**config.mk**
```make
export PLATFORM = sky130hd
export DESIGN_NAME = gpu_write_sequencer
export DESIGN_NICKNAME = d
export VERILOG_FILES = /design/src/rtl/gpu_write_sequencer.sv
export SDC_FILE = /design/constraint.sdc
export NUM_CORES = 1
export LEC_CHECK = 0
export ABC_AREA = 1
export BUFFER_PORTS_ARGS = -buffer_cell sky130_fd_sc_hd__buf_2
export CORE_MARGIN = 1
export CORE_UTILIZATION = 59
export DETAILED_ROUTE_END_ITERATION = 10
export PLACE_DENSITY = 0.86
export SLEW_MARGIN = 20
export SYNTH_ARGS = -nofsm -noshare
export SYNTH_HDL_FRONTEND = slang
export SYNTH_SLANG_ARGS = --single-unit
```
**constraint.sdc**
```tcl
create_clock -name clk -period 3.06 [get_ports clk]
set_input_delay 0 -clock clk [delete_from_list [all_inputs] [get_ports clk]]
set_output_delay 0 -clock clk [all_outputs]
set_load 0.02 [all_outputs]
```
**src/rtl/gpu_write_sequencer.sv**
```systemverilog
// Command queue in front of the shared GPU/VRAM write port. Pixel and ascii
// commands become single writes; fill sweeps the whole frame in raster order.
module gpu_write_sequencer #(
  parameter int FIFO_DEPTH = 4,
  parameter int H_PIXELS   = 640,
  parameter int V_PIXELS   = 480
) (
  input  logic        clk,
  input  logic        rst_n,
  // cmd: a beat transfers at a rising edge with cmd_valid && cmd_ready;
  // cmd_ready is !full and never looks at cmd_valid or the pop side.
  input  logic        cmd_valid,
  output logic        cmd_ready,
  input  logic [1:0]  cmd_op,
  input  logic [19:0] cmd_addr,
  input  logic [7:0]  cmd_data,
  input  logic        scan_busy,
  output logic [19:0] gpu_address,
  output logic        gpu_mode,
  output logic [7:0]  gpu_data,
  output logic        vram_we,
  output logic        busy,
  output logic        fill_done,
  output logic        cmd_err
);

  localparam int AW = $clog2(FIFO_DEPTH);
  localparam logic [AW:0]   DEPTH_C = (AW + 1)'(FIFO_DEPTH);
  localparam logic [AW:0]   ONE_C   = (AW + 1)'(1);
  localparam logic [AW-1:0] ONE_P   = AW'(1);
  localparam logic [9:0]    X_LAST  = 10'(H_PIXELS - 1);
  localparam logic [9:0]    Y_LAST  = 10'(V_PIXELS - 1);
  localparam logic [1:0]    OP_PIX  = 2'b00;
  localparam logic [1:0]    OP_ASC  = 2'b01;
  localparam logic [1:0]    OP_FILL = 2'b10;

  typedef enum logic [0:0] {S_IDLE, S_FILL} state_t;

  state_t          state, state_n;
  logic [29:0]     mem [FIFO_DEPTH];
  logic [AW-1:0]   wr_ptr, rd_ptr;
  logic [AW:0]     count, count_n;
  logic [9:0]      x, y, x_n, y_n;
  logic [7:0]      colour, colour_n;
  logic [19:0]     addr_n;
  logic [7:0]      data_n;
  logic            mode_n, we_n, done_n, err_n;
  logic            push, pop, at_end;
  logic [1:0]      head_op;
  logic [19:0]     head_addr;
  logic [7:0]      head_data;

  assign cmd_ready = (count != DEPTH_C);
  assign push      = cmd_valid && cmd_ready;
  assign pop       = (state == S_IDLE) && (count != '0) && !scan_busy;
  assign head_op   = mem[rd_ptr][29:28];
  assign head_addr = mem[rd_ptr][27:8];
  assign head_data = mem[rd_ptr][7:0];
  assign at_end    = (x == X_LAST) && (y == Y_LAST);

  always_ff @(posedge clk) begin
    if (push) mem[wr_ptr] <= {cmd_op, cmd_addr, cmd_data};
  end

  always_comb begin
    count_n = count;
    if (push && !pop)      count_n = count + ONE_C;
    else if (!push && pop) count_n = count - ONE_C;
  end

  always_ff @(posedge clk or negedge rst_n) begin
    if (!rst_n) begin
      wr_ptr <= '0;
      rd_ptr <= '0;
      count  <= '0;
    end else begin
      if (push) wr_ptr <= wr_ptr + ONE_P;
      if (pop)  rd_ptr <= rd_ptr + ONE_P;
      count <= count_n;
    end
  end

  // State register
  always_ff @(posedge clk or negedge rst_n) begin
    if (!rst_n) state <= S_IDLE;
    else        state <= state_n;
  end

  // Next-state logic
  always_comb begin
    state_n = state;
    case (state)
      S_IDLE:  if (pop && head_op == OP_FILL) state_n = S_FILL;
      S_FILL:  if (!scan_busy && at_end) state_n = S_IDLE;
      default: state_n = S_IDLE;
    endcase
  end

  // Output logic: next values for the registered write port and counters
  always_comb begin
    we_n     = 1'b0;
    done_n   = 1'b0;
    err_n    = 1'b0;
    addr_n   = gpu_address;
    mode_n   = gpu_mode;
    data_n   = gpu_data;
    x_n      = x;
    y_n      = y;
    colour_n = colour;
    case (state)
      S_IDLE: begin
        if (pop) begin
          case (head_op)
            OP_PIX, OP_ASC: begin
              we_n   = 1'b1;
              mode_n = (head_op == OP_PIX);
              addr_n = head_addr;
              data_n = head_data;
            end
            OP_FILL: begin
              colour_n = head_data;
              x_n      = '0;
              y_n      = '0;
            end
            default: err_n = 1'b1;
          endcase
        end
      end
      S_FILL: begin
        // scan_busy freezes the sweep so every pixel is written exactly once
        if (!scan_busy) begin
          we_n   = 1'b1;
          mode_n = 1'b1;
          addr_n = {y, x};
          data_n = colour;
          done_n = at_end;
          if (x == X_LAST) begin
            x_n = '0;
            y_n = y + 10'd1;
          end else begin
            x_n = x + 10'd1;
          end
        end
      end
      default: ;
    endcase
  end

  always_ff @(posedge clk or negedge rst_n) begin
    if (!rst_n) begin
      vram_we     <= 1'b0;
      gpu_address <= '0;
      gpu_mode    <= 1'b0;
      gpu_data    <= '0;
      fill_done   <= 1'b0;
      cmd_err     <= 1'b0;
      busy        <= 1'b0;
      x           <= '0;
      y           <= '0;
      colour      <= '0;
    end else begin
      vram_we     <= we_n;
      gpu_address <= addr_n;
      gpu_mode    <= mode_n;
      gpu_data    <= data_n;
      fill_done   <= done_n;
      cmd_err     <= err_n;
      busy        <= (state_n != S_IDLE) || (count_n != '0);
      x           <= x_n;
      y           <= y_n;
      colour      <= colour_n;
    end
  end

endmodule

```
### Word-level counts from Yosys, hierarchy flattened

Memories as Yosys holds them, arrays and structs flattened.
Cells that the tools add are included.

| storage, ports and cells | value |
|---|---|
| bits in registers | 69 |
| RAM bits | 120 |
| input port bits | 34 |
| output and inout bits | 34 |
| word-level logic and storage cells | 89 |
| memories kept | 1 |

| operators by class | value |
|---|---|
| add/sub/neg operators | 6 |
| equal/unequal tests | 10 |
| muxes and demuxes | 36 |
| bitwise operators | 1 |
| reductions and logical operators | 21 |

Memories:

| name | depth | width | rd ports | clocked after Yosys merged registers in | wr ports | RTL line | source |
|---|---|---|---|---|---|---|---|
| mem | 4 | 30 | 1 | 0 | 1 | 40 | `logic [29:0] mem [FIFO_DEPTH];` |

Operators by type and width:

| cell | number |
|---|---|
| 2-to-1 mux 10 bit | 6 |
| 2-to-1 mux 20 bit | 3 |
| one-hot mux 10 bit (2 select lines) | 2 |
| one-hot mux 20 bit (2 select lines) | 1 |
| 2-to-1 mux 8 bit | 3 |
| adder 10 x 1 -> 10 bit, second input constant | 2 |
| one-hot mux 8 bit (2 select lines) | 1 |
| 2-to-1 mux 1 bit | 15 |
| == test 10 bit, second input constant | 1 |
| == test 10 x 9 -> 1 bit, second input constant | 1 |
| AND reduction 3 bit | 3 |
| logical AND 1 bit | 8 |
| 2-to-1 mux 3 bit | 2 |
| != test 2 x 1 -> 1 bit, second input constant | 3 |
| one-hot mux 1 bit (2 select lines) | 3 |
| nonzero test 3 bit | 2 |
| adder 2 x 1 -> 2 bit, second input constant | 2 |
| != test 2 bit, second input constant | 2 |
| AND reduction 4 bit | 1 |
| adder 3 x 1 -> 3 bit, second input constant | 1 |
| logical NOT 1 bit | 3 |
| != test 3 bit, second input constant | 1 |
| OR reduction 3 bit | 1 |
| subtractor 3 x 1 -> 3 bit, second input constant | 1 |
| other kinds (6) | 6 |

### Longest topological paths before layout

| logic depth | value |
|---|---|
| word-level depth | 8 |
| gate-level depth with buffers | 12 |
| depth with buffers taken out | 11 |

### Least setup slack after synthesis

No wires, ideal clock.

| timing path | value |
|---|---|
| path type | flip-flop to flip-flop |
| start point | reg count[0] |
| end point | mem mem[0][0], enable pin |
| setup time | 417 ps |
| data arrival time | 2325 ps |
| required time | 2643 ps |
| slack | 318 ps |
| stages on the path, launching flop included | 6 |
| path buffers | 0 |
| clock period less this slack | 2742 ps |
| cell sequence | dfrtp_1 -> inv_1 -> ha_1 -> nand2_1 -> nand2_1 -> nor2_1 |

| on the way | value |
|---|---|
| word-level cells in the longest chain between the ends | 4 |

RTL lines:

| item | RTL line | source |
|---|---|---|
| from (decl) | 42 | `logic [AW:0] count, count_n;` |
| from (signal assigned) | 79 | `count <= count_n;` |
| != test 3 bit | 53 | `assign cmd_ready = (count != DEPTH_C);` |
| named net cmd_ready | 13 | `output logic cmd_ready,` |
| logical AND 1 bit | 54 | `assign push = cmd_valid && cmd_ready;` |
| 2-to-1 mux 1 bit | 62 | `if (push) mem[wr_ptr] <= {cmd_op, cmd_addr, cmd_data};` |
| 2-to-1 mux 1 bit (not written as such) | 62 |  |
| to (decl) | 40 |  |

The timed path passes the listed nets, and every way through them passes these cells.

### Worst setup path in the final report

| timing path | value |
|---|---|
| start point | reg rd_ptr[0] |
| end point | reg y[2] |

| on the way | value |
|---|---|
| word-level cells in the longest chain between the ends | 4 |

RTL lines:

| item | RTL line | source |
|---|---|---|
| from (decl) | 41 | `logic [AW-1:0] wr_ptr, rd_ptr;` |
| from (signal assigned) | 78 | `if (pop) rd_ptr <= rd_ptr + ONE_P;` |
| memory (4 x 30 bit) | - |  |
| == test 2 bit | 113 | `case (head_op)` |
| != test 2 x 1 -> 1 bit (no source line) | - |  |
| AND reduction 4 bit (no source line) | - |  |
| to (signal assigned) | 170 | `y <= y_n;` |
| to (decl) | 43 | `logic [9:0] x, y, x_n, y_n;` |

No other way between the ends.
A chain may end at the register's enable or synchronous reset.

==> impl_metrics.toml <==
[outcome]
status = "complete, no violations"

[die]
die_area_um2 = 14300
core_area_um2 = 13300
start_util_pct = 61.0
row_count = 42
io_pins = 68
die_w_um = 119
die_height_um = 119

[finish]
area_growth_pct = 17.5
final_cell_count_no_fill = 1108
layout-drive-gt1-share_pct = 13.4
design_area_um2 = 9570
layout.nets = 962
n_antenna_cell = 0

[timing]
worst_hold_slack_ps = 19.5
hold_viol = 0
finalSetupViolCount = 0
fmax_mhz = 430
fin_crit_ps = 2330
period_share_pct = 76.0
rsz0062_at_grt = "false"
tightest_slew_ps = 751
fin_skew_ps = 10.3
slew_viol_final = 0
setup_tns_ps = 0
slew_headroom_pct = 49.9

[power]
ir_drop_uv = 516
power.density_nw_per_um2 = 908
leakagePower_uw = 0.00418

[clock_tree]
path_clk_slew_ps = 70
cts.sinks = 189
cts_setup_buffers = 0
cts_tree = "done"
clock_latency_ps = 440
htree_levels = 4
cts_resized = 0
cts_root_buf = "clkbuf_16"
cts_made_buffers = 17
clockBufferDepth = 2

[grt]
grt_pass1_wl_um = 28500
grtUsageMet3_pct = 4.99
track_usage_pct = 26.2
grt_start_max_net_pins = 62
grt.met2_usage_pct = 41.3
grt.busiest_layer = "met2"
grt-ovfl-total = 0
grt_pass1_vias = 5882
grt_util_met1_pct = 35.7
antenna_found_initial = 0

[logic_synthesis]
ys_ff_latch = 189
yosysUniqueCellTypes = 28
syn_nets = 865
synth_cells = 822
seq_area_frac_synth_pct = 65.4
syn_area_um2 = 8150
syn_area_per_cell_um2 = 9.91
yosys_warnings = 0

[placed_design]
numPlacedInstances = 1044
io_buffers = 67
place_hpwl_um = 10900
place_area_um2 = 8640
place_congestion = 0.877

[critical_path]
critPathLaunchType = "flip-flop"
cp_data_required_time_ps = 3380
worst_setup_path_end_kind = "flip-flop"
cp.arrival_ps = 2650
critical_path_class = "flip-flop to flip-flop"
path_max_fanout = 61

[detailed_routing]
antenna_left = 0
num_vias = 6184
post_drt_wl_per_cell_um = 15.9
avgViaCountPerCell = 5.58
drc = 0
first_iter_violations = 650
first_pass_iters = 6
drt_wl_total_um = 17600

[worst_hold_path]
hp-class = "input pin to flip-flop"

[job]
drv_cap = 0
==> final cells by class <==
type,instances,area (um^2)
Timing Repair Buffer,114,768
Clock inverter,12,163
Multi-Input combinational cell,548,2460
Tap cell,176,220
Sequential cell,189,5330
Fill cell,899,3780
Clock buffer,20,447
Inverter,49,184
==> routing by layer <==
layer | vias up | routed length (um)
li1 | 2924 | -
met1 | 2918 | 7230
met2 | 304 | 8400
met3 | 38 | 1560
met4 | 0 | 428
met5 | - | 0
==> critical path, stage by stage, from the launching register on <==
cell and delay [ps]:
dfrtp_1 360, buf_4 500, nand2_1 140, nand2_1 100, nand2_1 60, nand2_2 100
nand3_1 80, nand2_1 290, nand2_1 320, nand2_1 160, nand2_1 70
==> power breakdown <==
| part | switching, uW | internal, uW | total [uW] |
|---|---|---|---|
| clock network | 935 | 1320 | 2250 |
| registers | 242 | 3370 | 3610 |
| logic | 2010 | 822 | 2830 |
| total | 3180 | 5510 | 8690 |
==> kinds of logic after synthesis <==
family / share of synthesized area [%]
AND/OR/NAND/NOR: 24.6
buffers and inverters: 4.53
flip-flops: 65.4
AO/OA/AOI/OAI: 3.49
adder cells (fa/ha/maj): 1.38
XOR/XNOR: 0.538
==> synth_stat cells (all sizes together) <==
library cell	n	area share, %
nand2	303	14
edfxtp	120	44
nand3	116	7.1
dfrtp	69	21
o21ai	50	3.1
inv	48	2.2
nor2	44	2.1
buf	27	1.9
clkbuf	9	0.41
ha	9	1.4
nand4	9	0.69
xor2	4	0.43
a21oi	3	0.18
nand3b	3	0.28
nor3b	2	0.18
o211ai	2	0.18
clkinv	1	0.046
nor3	1	0.061
or2	1	0.077
xnor2	1	0.11
==> worst paths after layout <==
path / startpoint / endpoint / slack [ps] / depth (start not counted)
min: scan_busy / x[0] / 20 / 4
max: rd_ptr[0] / y[2] / 730 / 10
max reg2reg: rd_ptr[0] / y[2] / 730 / 10
min reg2reg: gpu_address[19] / gpu_address[19] / 470 / 2
min in group asynchronous: rst_n / gpu_data[5] / 270 / 3
max in group asynchronous: rst_n / colour[0] / 2110 / 3
==> what timing repair did <==
| action | CTS | global route |
|---|---|---|
| hold buffers | 32 | 0 |
| hold endpoints to repair | 130 | 0 |
| endpoints found under the setup margin | 0 | 0 |
==> flip-flops by register name, summed over array words and instances, names as in the netlist <==
signal       flops
busy             1
fill_done        1
rd_ptr           2
wr_ptr           2
gpu_address     20
vram_we          1
state            1
x               10
cmd_err          1
y               10
mem            120
count            3
gpu_data         8
colour           8
gpu_mode         1
==> metrics by stage <==
stage / setup WS (ps) / total power, uW / util [%]
after global routing: 470 / 9160 / 71.7
after floorplan: 318 / 5580 / -
after detailed placement: 813 / 6400 / 64.7
after CTS: 789 / 8670 / 71.7
final: 734 / 8690 / 71.7
after global placement: 919 / 6280 / 64.7
==> layout by cell type (no fill, tap or decap), types with 4 or more instances in the layout <==
| cell type | n |
|---|---|
| nand2_2 | 4 |
| nor2_1 | 39 |
| buf_2 | 67 |
| o21ai_0 | 44 |
| buf_4 | 15 |
| edfxtp_1 | 120 |
| nand4_1 | 9 |
| clkbuf_16 | 17 |
| ha_1 | 9 |
| inv_1 | 46 |
| dfrtp_1 | 69 |
| nor2_2 | 4 |
| nand2_1 | 299 |
| o21ai_1 | 5 |
| nand3_1 | 116 |
| dlygate4sd3_1 | 32 |
| xor2_1 | 4 |
Power figures use the tool's default switching activity.
